$ cat src/rtl/piso_serializer8_pkg.sv
// Shared definitions for the byte-to-bit serializer: word and counter widths,
// the two-state FSM encoding, and the helper that maps the beat counter to a
// bit position depending on the serialization order.
package piso_serializer8_pkg;

   localparam int WORD_W = 8;
   localparam int CNT_W  = 3;

   // Counter value that marks the final bit of a word.
   localparam logic [CNT_W-1:0] CNT_LAST = 3'd7;

   typedef enum logic {
      IDLE  = 1'b0,
      SHIFT = 1'b1
   } state_t;

   // Beat counter to bit index: LSB-first uses the count directly, MSB-first
   // walks the word from the top by inverting it.
   function automatic logic [CNT_W-1:0] bit_select(input logic [CNT_W-1:0] cnt,
                                                   input bit               msb_first);
      bit_select = msb_first ? ~cnt : cnt;
   endfunction

endpackage

$ cat src/rtl/piso_serializer8_mux8_1_2_1.sv
// 8:1 bit multiplexer built as a three-level tree of 2:1 selects.
// sel[0] picks within adjacent pairs, sel[1] within pairs of pairs and
// sel[2] between the two halves, so out == in[sel].
module mux8_1_2_1 (
   input  logic [2:0] sel,
   input  logic [7:0] in,
   output logic       out
);

   logic [3:0] level1;
   logic [1:0] level2;

   // First level: choose odd or even bit of each adjacent pair.
   genvar i;
   generate
      for (i = 0; i < 4; i++) begin : gen_level1
         assign level1[i] = sel[0] ? in[2*i+1] : in[2*i];
      end
      for (i = 0; i < 2; i++) begin : gen_level2
         assign level2[i] = sel[1] ? level1[2*i+1] : level1[2*i];
      end
   endgenerate

   // Final level: choose the upper or lower nibble result.
   assign out = sel[2] ? level2[1] : level2[0];

endmodule

$ cat src/rtl/piso_serializer8.sv
// Parallel-in / serial-out stage. A byte is accepted over the load handshake
// and then presented one bit per beat on the serial handshake, LSB or MSB
// first. With BACK_TO_BACK set, the next byte may be accepted on the very
// cycle the last bit of the current one is taken, giving a gap-free stream.
module piso_serializer8
   import piso_serializer8_pkg::*;
#(
   parameter bit MSB_FIRST    = 1'b0,
   parameter bit BACK_TO_BACK = 1'b1
) (
   input  logic              clk,
   input  logic              rst,
   input  logic              load_valid,
   input  logic [WORD_W-1:0] load_data,
   output logic              load_ready,
   output logic              ser_valid,
   output logic              ser_out,
   output logic              ser_last,
   input  logic              ser_ready
);

   state_t            state;
   logic [CNT_W-1:0]  cnt;
   logic [WORD_W-1:0] data_q;

   logic              in_shift;
   logic              at_last;
   logic              load_fire;
   logic              beat_fire;
   logic [CNT_W-1:0]  sel;
   logic              mux_bit;

   assign in_shift = (state == SHIFT);
   assign at_last  = (cnt == CNT_LAST);

   // Accept a word whenever idle, or, in back-to-back mode, exactly when the
   // final bit of the current word is being taken downstream. Reset blocks
   // both handshakes combinationally so nothing leaks out while it is held.
   assign load_ready = !rst && (!in_shift || (BACK_TO_BACK && at_last && ser_ready));
   assign load_fire  = load_valid && load_ready;

   assign ser_valid  = !rst && in_shift;
   assign ser_last   = ser_valid && at_last;
   assign beat_fire  = ser_valid && ser_ready;

   assign sel     = bit_select(cnt, MSB_FIRST);
   assign ser_out = ser_valid & mux_bit;

   mux8_1_2_1 u_mux (
      .sel (sel),
      .in  (data_q),
      .out (mux_bit)
   );

   // FSM, beat counter and data register. A load has priority over the beat
   // bookkeeping because in back-to-back mode the two coincide on the last
   // bit, and the new word must then restart from its first bit.
   always_ff @(posedge clk) begin
      if (rst) begin
         state  <= IDLE;
         cnt    <= '0;
         data_q <= '0;
      end else if (load_fire) begin
         state  <= SHIFT;
         cnt    <= '0;
         data_q <= load_data;
      end else if (beat_fire) begin
         if (at_last) begin
            state <= IDLE;
            cnt   <= '0;
         end else begin
            cnt <= cnt + 3'd1;
         end
      end
   end

endmodule

$ cat config.mk
export PLATFORM = sky130hd
export DESIGN_NAME = piso_serializer8
export DESIGN_NICKNAME = d
export VERILOG_FILES = /design/src/rtl/piso_serializer8_pkg.sv /design/src/rtl/piso_serializer8_mux8_1_2_1.sv /design/src/rtl/piso_serializer8.sv
export SDC_FILE = /design/constraint.sdc
export NUM_CORES = 1
export LEC_CHECK = 0
export CAP_MARGIN = 40
export CORE_MARGIN = 4
export CORE_UTILIZATION = 40
export CTS_CLUSTER_SIZE = 25
export DETAILED_ROUTE_END_ITERATION = 7
export PLACE_DENSITY = 0.68
export REMOVE_ABC_BUFFERS = 1
export SYNTH_ARGS = -nofsm -noshare
export SYNTH_HDL_FRONTEND = slang
export SYNTH_SLANG_ARGS = --single-unit
$ cat constraint.sdc
create_clock -name clk -period 1.5 [get_ports clk]
set_input_delay 0.3 -clock clk [delete_from_list [all_inputs] [get_ports clk]]
set_output_delay 0.3 -clock clk [all_outputs]
set_load 0.03 [all_outputs]
==> metrics.csv <==
stage,metric,value,unit
global_route,grt_pass1_vias,508,
cts,clockBufferDepth,2,
sta,fin_setup_tns,-3.64,ns
sta,slew_viol_final,0,
global_route,track_usage,0.144,
logic_synthesis,post_synth_num_cell_types,18,
route,drcViolationCount,0,
status,failed_checks,negative setup slack,
status,outcome,finished with violations,
logic_synthesis,synth_seq_cells,12,
global_route,antenna_found_initial,0,
die,die_area,2150,sq um
hold_path,hold_start,in_shift,
critical_path,critical_path.max_fanout,3,
hold_path,hp-class,reg2reg,
final_layout,fill_cells,103,
global_route,grt_max_degree,10,
global_route,grt_pass1_wl,2130,um
critical_path,start_kind,register,
place,place_congestion,0.729,
route,firstDrtPassIters,2,
place,placed_cells,93,
die,die_w,46.4,um
die,core,1350,sq um
cts,insertion_delay,0.27,ns
critical_path,startpoint,cnt[0],
route,totalWireLength,1280,um
route,wl_per_cell,12.7,um
final_layout,final_cell_count_no_fill,101,
place,dpl_cell_area,830,sq um
sta,finalWorstSetupSlack,-0.476,ns
logic_synthesis,seq_area_frac_synth,0.408,
sta,rsz0062_at_grt,yes,
logic_synthesis,syn_avg_cell_area,11.1,sq um
sta,finClkSkew,0.00619,ns
place,io_buffers,15,
sta,tightest_slew,0.253,ns
pwr,total_leakage_power,0.429,nW
sta,fin_crit_sh,1.32,
flow_run,max_cap_violations,0,
place,dpl_worst_slack,-0.297,ns
critical_path,endpoint_kind,output pin,
global_route,gr-total-overflow,0,
cts,clock_sinks,12,
sta,fin_hold_ws,0.517,ns
route,num_vias,491,
final_layout,antenna_cells,0,
cts,cts_buffers,3,
cts,htreeDepth,1,
logic_synthesis,syn_inst,53,
pwr,power.density,709,nW/um^2
route,drtIter0Drc,3,
place,place_hpwl,880,um
pwr,total_power,0.689,mW
sta,min_period,1.98,ns
die,die_y,46.4,um
final_layout,layout.nets,102,
cts,hold_buffers,0,
die,pin_count,16,
cts,cts_tree,done,
route,ant_nets,0,
cts,cts.clk_slew.worst_paths,0.07,ns
die,fp-row-count,13,
critical_path,worstPathArrival,1.68,ns
final_layout,drive_above_1_share,0.453,
critical_path,worstSetupPathType,reg2out,
logic_synthesis,synth-warning-count,0,
logic_synthesis,syn_area,589,sq um
critical_path,worstPathRequired,1.20,ns
final_layout,syn2layout_area_growth,64.8,%
final_layout,fin_util,0.719,
sta,finalHoldViolCount,0,
final_layout,design_area,971,sq um
sta,slew_headroom,0.831,
route,avgViaCountPerCell,4.86,
cts,clock-root-buffer,clkbuf_4,
sta,fmax,506,MHz
pwr,ir_drop,0.556,mV
die,start_util,0.437,
critical_path,reg2reg_from,cnt[0],
sta,finalSetupViolCount,13,
==> metal layers <==
metal  up-vias  GRT usage  wire length [um]
met5         -          0                 0
met4         0      0.102                36
met3         4     0.0313                96
met2        16      0.231               598
met1       221      0.166               550
li1        250          -                 -
==> cell type report <==
cell class | instances | area (sq um) | area share
clock buffers | 3 | 22.5 | 0.0232
repair buffers | 32 | 282 | 0.290
multi-input cells | 39 | 404 | 0.416
well taps | 15 | 18.8 | 0.0193
flip-flops and latches | 12 | 244 | 0.251
==> power breakdown <==
group,total (mW),switching (mW),leakage [nW],internal [mW]
logic,0.149,0.0520,0.316,0.0969
registers,0.347,0.0108,0.0993,0.337
clock network,0.192,0.0995,0.0138,0.0928
total,0.689,0.162,0.429,0.526
==> state kept, by name, summed over array words and instances, names as in the netlist <==
signal	count
data_q	8
in_shift	1
cnt	3
==> cells by family after synthesis <==
group	count (synthesis)	synth area share
muxes	13	0.295
buffers and inverters	2	0.0148
DFF	12	0.408
AOI/OAI and AO/OA	3	0.0297
adders and majority gates	2	0.0425
and+or+nand+nor	21	0.210
==> cell usage after synthesis <==
cell type  count  area [sq um]
a21boi_1       1          7.51
a21oi_1        1          5.00
and2_1         2          12.5
buf_2          1          5.00
clkbuf_1       1          3.75
dfxtp_1       12           240
ha_1           2          25.0
mux2_1         8          90.1
mux2_2         1          11.3
mux2i_1        2          20.0
mux4_1         2          52.6
nand2_1        1          3.75
nor2_1         3          11.3
nor2b_1       10          62.6
nor3_1         2          10.0
nor3b_1        2          15.0
o21ai_0        1          5.00
or3b_1         1          8.76
==> repair_timing <==
item | 4_1_cts | 5_1_grt
pin swaps | 2 | 1
endpoints found under the setup margin | 15 | 14
gates cloned | 1 | 0
gates resized for setup | 23 | 3
buffers inserted | 4 | 1
==> cell usage in the layout (no fill, tap or decap), types with 3 or more instances in the layout <==
cell type / n
clkbuf_4: 3
buf_6: 4
nor2b_1: 9
dfxtp_1: 11
buf_4: 17
nor2_1: 3
mux2_4: 3
clkdlybuf4s50_1: 10
mux2_1: 6
==> critical path, stage by stage, from the launching register on <==
cell and delay, ns:
dfxtp_4 0.37, mux4_2 0.49, mux2_4 0.27, and2_4 0.15, buf_6 0.13
==> path summary, 6_finish.rpt <==
kind                            cells after the start  slack, ns         to
worst max-delay path                                4      -0.48    ser_out
worst min-delay path                                2       0.52     cnt[0]
worst max register to register                      8      -0.29  data_q[3]
worst min register to register                      2       0.52     cnt[0]
Note: power is estimated with default switching activity, not from simulation.
